<file path="config.mk">
export PLATFORM = sky130hd
export DESIGN_NAME = fdiv_seq
export DESIGN_NICKNAME = d
export VERILOG_FILES = /design/src/rtl/fdiv_seq.sv
export SDC_FILE = /design/constraint.sdc
export NUM_CORES = 1
export LEC_CHECK = 0
export CORE_UTILIZATION = 62
export DETAILED_ROUTE_END_ITERATION = 8
export DONT_BUFFER_PORTS = 1
export GPL_ROUTABILITY_DRIVEN = 1
export PLACE_DENSITY = 0.87
export SKIP_LAST_GASP = 1
export SLEW_MARGIN = 20
export SYNTH_ARGS = -nofsm -noshare
export SYNTH_HDL_FRONTEND = slang
export SYNTH_SLANG_ARGS = --single-unit
</file>
<file path="constraint.sdc">
create_clock -name clk -period 1.7 [get_ports clk]
set_input_delay 0.085 -clock clk [delete_from_list [all_inputs] [get_ports clk]]
set_output_delay 0.085 -clock clk [all_outputs]
set_load 0.02 [all_outputs]
</file>
<file path="src/rtl/fdiv_seq.sv">
// fdiv_seq: sequencer around a fixed-latency fdiv datapath.
// Latches operands, short-circuits special cases, holds the result until consumed.
module fdiv_seq #(
    parameter int unsigned LAT = 2
) (
    input  logic        clk,
    input  logic        rstn,
    input  logic        in_valid,
    output logic        in_ready,
    input  logic [31:0] x,
    input  logic [31:0] y,
    output logic [31:0] fdiv_x,
    output logic [31:0] fdiv_y,
    input  logic [31:0] fdiv_res,
    output logic        out_valid,
    input  logic        out_ready,
    output logic [31:0] res,
    output logic        dz
);

    typedef enum logic [1:0] {
        IDLE,
        BUSY,
        DONE
    } state_t;

    state_t      state;
    logic [3:0]  cnt;
    logic [31:0] op_x;
    logic [31:0] op_y;
    logic [31:0] res_q;
    logic        dz_q;
    logic        in_ready_q;
    logic        out_valid_q;

    logic        sgn;
    logic        y_zero;
    logic        x_zero;
    logic        x_inf;
    logic        special;
    logic [31:0] spec_res;
    logic        spec_dz;

    assign sgn    = x[31] ^ y[31];
    assign y_zero = (y[30:23] == 8'h00);
    assign x_zero = (x[30:23] == 8'h00);
    assign x_inf  = (x[30:23] == 8'hff);

    // Classify the incoming pair; zero divisor wins over everything else.
    always_comb begin
        special  = 1'b1;
        spec_dz  = 1'b0;
        spec_res = {sgn, 8'hff, 23'h0};
        if (y_zero) begin
            spec_dz = 1'b1;
        end else if (x_zero) begin
            spec_res = {sgn, 8'h00, 23'h0};
        end else if (x_inf) begin
            spec_res = {sgn, 8'hff, 23'h0};
        end else begin
            special = 1'b0;
        end
    end

    // Control FSM: accept, wait out the datapath latency, hold result.
    always_ff @(posedge clk) begin
        if (!rstn) begin
            state       <= IDLE;
            cnt         <= 4'd0;
            op_x        <= 32'h0;
            op_y        <= 32'h0;
            res_q       <= 32'h0;
            dz_q        <= 1'b0;
            in_ready_q  <= 1'b1;
            out_valid_q <= 1'b0;
        end else begin
            unique case (state)
                IDLE: begin
                    if (in_valid) begin
                        op_x       <= x;
                        op_y       <= y;
                        in_ready_q <= 1'b0;
                        if (special) begin
                            res_q       <= spec_res;
                            dz_q        <= spec_dz;
                            out_valid_q <= 1'b1;
                            state       <= DONE;
                        end else begin
                            cnt   <= 4'(LAT);
                            dz_q  <= 1'b0;
                            state <= BUSY;
                        end
                    end
                end
                BUSY: begin
                    if (cnt == 4'd1) begin
                        res_q       <= fdiv_res;
                        cnt         <= 4'd0;
                        out_valid_q <= 1'b1;
                        state       <= DONE;
                    end else begin
                        cnt <= cnt - 4'd1;
                    end
                end
                DONE: begin
                    if (out_ready) begin
                        out_valid_q <= 1'b0;
                        in_ready_q  <= 1'b1;
                        state       <= IDLE;
                    end
                end
                default: begin
                    out_valid_q <= 1'b0;
                    in_ready_q  <= 1'b1;
                    state       <= IDLE;
                end
            endcase
        end
    end

    assign in_ready  = in_ready_q;
    assign out_valid = out_valid_q;
    assign fdiv_x    = op_x;
    assign fdiv_y    = op_y;
    assign res       = res_q;
    assign dz        = dz_q;

endmodule

</file>
Word level (Yosys, flattened, before mapping) --
Index checks and enable logic that the tools add are counted.
Storage, ports and cells: flip-flop bits (word level) 105, bits of input ports 100, output and inout port bits 99, word-level logic and storage cells 58
Operators by class: add/sub/neg operators 1, eq/ne operators 9, mux-type cells 28, bitwise operators 2, reductions and logical operators 10
Operators with widths (count):
- $mux 32 | 3
- $pmux 32 s2 | 1
- $mux 31 | 2
- $logic_not 8->1 | 2
- $mux 4 | 3
- $mux 1 | 11
- $ne 2x2->1 const B | 5
- $reduce_and 3->1 | 3
- $eq 8x8->1 const B | 1
- $mux 2 | 4
- $pmux 4 s2 | 1
- $reduce_and 4->1 | 2
- $pmux 1 s3 | 2
- $pmux 2 s3 | 1
- $eq 4x1->1 const B | 1
- $sub 4x1->4 const B | 1
- $eq 2x1->1 const B | 1
- $eq 2x2->1 const B | 1
- $logic_not 2->1 | 1
- $reduce_and 2->1 | 1
- $reduce_bool 2->1 | 1
- $not 1->1 | 1
- $xor 1x1->1 | 1

Logic depth before layout (Yosys ltp) --
word-level depth 7, mapped depth 7

Worst setup path before layout --
OpenSTA, ideal clock, no wires.
path type register -> register, from reg cnt[1], to reg res_q[23] (netlist: res[23]), library setup time 0.119 ns, arrival time 1.369 ns, required time 1.581 ns, setup slack 0.213 ns, cell stages (with the launch flop) 8, buffers on the path 1, cells stage by stage dfxtp_1 inv_1 ha_1 nand2_1 nor2_1 or2_1 buf_6 o221a_2
Between the ends: word-level cells in the longest chain between the ends 3
RTL lines:
- start: declaration | RTL line 28 | logic [3:0] cnt;
- start signal: assignment | RTL line 89 | cnt <= 4'(LAT);
- start signal: assignment | RTL line 102 | cnt <= cnt - 4'd1;
- $eq 4x1->1 | RTL line 96 | if (cnt == 4'd1) begin
- $ne 2x2->1 (no source line)
- $reduce_and 4->1 (no source line)
- end signal: assignment | RTL line 84 | res_q <= spec_res;
- end signal: assignment | RTL line 97 | res_q <= fdiv_res;
- end: declaration | RTL line 31 | logic [31:0] res_q;
No other way between the ends. A chain may end at the register's enable or synchronous reset.

Worst setup path in the final report --
from reg cnt[1], to reg cnt[2]
Between the ends: word-level cells in the longest chain between the ends 3
RTL lines:
- $sub 4x1->4 or $eq 4x1->1 (tied branches) | RTL line 102, 96
- $mux 4 * | RTL line 96
- $pmux 4 s2 * | RTL line 77 | unique case (state)
Mark *: on every way between the ends. The rest lies on a longest branch, timed or not.

==> impl_metrics.toml <==
[global_routing]
grt_pass1_vias = 3401
grtUsageTotal_pct = 34.1
grt_max_degree = 67
grt_pass1_wl_um = 16500
antenna_found_initial = 0
grt_overflow = 0

[routing]
wire_per_inst_um = 20.3
drc_errors = 0
num_vias = 3698
first_iter_violations = 334
first_pass_iters = 5
antenna_left = 0
vias_per_cell = 6.14
drt_wl_total_um = 12200

[clock_tree]
clock-sinks = 105
cts_buffers = 9
cts_root_buffer = "clkbuf_8"
insertion_delay_ns = 0.36
tritoncts = "built"
htree_num_levels = 3
clk_pin_slew_ns = 0.10
clock_path_buffers = 2

[setup_path]
worstPathRequired_ns = 1.99
arrival_ns = 1.98
r2r_start = "cnt[1]"
cp-start-kind = "flip-flop"
reg2reg_slack_ns = 0.01
worstPathMaxFanout = 4
crit_type = "reg2reg"
r2r-end = "cnt[2]"
rr_worst_depth = 7
crit_path_end_kind = "flip-flop"

[power_and_ir_drop]
power_density_nw_per_um2 = 1010
peakVddDrop_mv = 0.916
p_leak_uw = 0.00197

[place]
dp_cells = 493
dp_hpwl_um = 6010
portBuffers = 0
gp_congestion = 0.809

[min_path]
hold_end = "res[27]"
hold_depth = 2
hold_class = "in2reg"
min_from = "fdiv_res[27]"

[timing]
timing.fmax_ghz = 0.593
tightest_slew_ns = 0.587
period_minus_slack_ns = 1.69
fin_crit_sh_pct = 99.2
worst_slew_margin_rel_pct = 60.7
finalSetupTns_ns = 0
fin_worst_skew_ns = 0.0111
finalSetupViolations = 0
slew_violations = 0
hold_violations = 0

[logic_synthesis]
yosys_warnings = 0
muxShareOfSynthArea_pct = 0.264
synth_simple_gate_area_share_pct = 19.5
synth_cell_type_count = 35
synth_area_um2 = 3790
synthAdderAreaFrac_pct = 0.660
synth_top_family_by_area = "simple AND/OR/NAND/NOR gates"
synth_edf_count = 0
synth_xor_area_share_pct = 0.231
synth-compound-area-share_pct = 19.5
async_flop_share_pct = 0
synthCells = 429
ys_seq_area_share_pct = 55.4
avgSynthCellArea_um2 = 8.84
synth.ff_latch_count = 105
synthFlopType = "dfxtp_1"
syn_nets = 531

[floorplanning]
die_h_um = 80.2
start_util_pct = 64.1
io_pins = 199
rows = 28
die_x_um = 80.2
die-area_um2 = 6440
core_um2 = 5920

[layout]
final_cell_mix = "nand2_1, dfxtp_1, dlygate4sd3_1"
nets = 624
num_antenna_cells = 0
layout_commonest_cell = "nand2_1"
drive_gt1_share_pct = 11.8
syn_to_final_growth_pct = 33.9
utilization_pct = 85.8
stdcell_count = 602

[run_status]
outcome = "completed"

[run]
maxCapViolCount = 0
## stage by stage
stage / total power, uW / instance area, um2 / setup WS (ns) / hold slack (ns)
global placement: 3290 / 3880 / -0.173 / 0.168
global route: 5280 / 5080 / -0.0485 / 0.0214
floorplan: 3200 / 3790 / 0.213 / 0.218
CTS: 5040 / 5010 / -0.0740 / 0.000211
finish: 5110 / 5080 / 0.0130 / 0.0165
detailed placement: 3310 / 3880 / -0.339 / 0.183
## synthesized netlist by cell type, types with 2 or more instances
| library cell | instances | area share, % |
|---|---|---|
| and2_1 | 8 | 1.3 |
| buf_2 | 12 | 1.6 |
| nor2b_1 | 2 | 0.33 |
| dfxtp_1 | 105 | 55 |
| a21oi_1 | 69 | 9.1 |
| inv_1 | 3 | 0.30 |
| nor3_1 | 3 | 0.40 |
| nor4_1 | 4 | 0.66 |
| o21ai_0 | 3 | 0.40 |
| o21a_1 | 2 | 0.40 |
| a22o_1 | 23 | 5.3 |
| clkbuf_1 | 14 | 1.4 |
| nand2b_1 | 3 | 0.49 |
| o211ai_1 | 2 | 0.40 |
| nand4_1 | 3 | 0.49 |
| or2_1 | 2 | 0.33 |
| o221a_2 | 8 | 2.4 |
| nand2_1 | 137 | 14 |
| nor2_1 | 6 | 0.59 |
| buf_6 | 4 | 1.2 |
| ha_1 | 2 | 0.66 |
## state kept, by name, indices dropped and copies added (netlist names)
| name | flops |
|---|---|
| out_valid | 1 |
| in_ready | 1 |
| state | 2 |
| fdiv_y | 32 |
| cnt | 4 |
| res | 32 |
| dz | 1 |
| fdiv_x | 32 |
## report_power, final
part / internal, uW / switching (uW) / leakage [uW]
combinational: 318 / 355 / 0.00101
clock: 737 / 862 / 0.000103
sequential: 2590 / 249 / 0.000858
total: 3650 / 1470 / 0.00197
## kinds of logic after synthesis
| logic type | count (synthesis) |
|---|---|
| flops | 105 |
| compound gates | 113 |
| xor+xnor | 1 |
| simple gates | 174 |
| fa+ha+maj | 2 |
| mux | 1 |
| buf+inv | 33 |
## layout make-up
class / count / area [um2]
clock buffers: 10 / 138
clock inverters: 6 / 72.6
fillers: 286 / 840
inverters: 3 / 11.3
multi-input cells: 293 / 1600
flip-flops and latches: 105 / 2100
well taps: 75 / 93.8
repair buffers: 110 / 1070
## metal layers
metal	up-vias	routed length, um	global-route usage [%]	part of all wire, %
met3	44	1470	15.1	12
li1	1643	-	-	-
met1	1726	4240	35.2	35
met2	285	6110	59.8	50
met4	0	410	13.9	3.3
met5	-	0	0	0
## repair_timing
| item | 4_1_cts | 5_1_grt |
|---|---|---|
| hold buffers | 90 | 0 |
| setup buffers | 0 | 1 |
| setup endpoints to repair | 23 | 47 |
| gates cloned | 0 | 2 |
| hold endpoints to repair | 99 | 0 |
| pin swaps | 0 | 2 |
| resized for setup | 2 | 9 |
## how the worst max path moves through the flow
stage                          to     start  cells past startpoint
final                      cnt[2]    cnt[1]                      7
after global routing       cnt[2]    cnt[1]                      7
after CTS                 res[22]  state[1]                      4
after detailed placement  res[22]  state[1]                      4
after global placement    res[16]    cnt[1]                      6
after floorplan           res[23]    cnt[1]                      7
## worst max-delay path, cell delays in order, from the launching register on
cell and delay, ns:
dfxtp_2 0.34, inv_1 0.06, ha_1 0.20, nand2_1 0.12
buf_4 0.17, buf_4 0.14, or3b_2 0.45, a21oi_2 0.14
No activity file was read; power rests on OpenSTA's default activity.
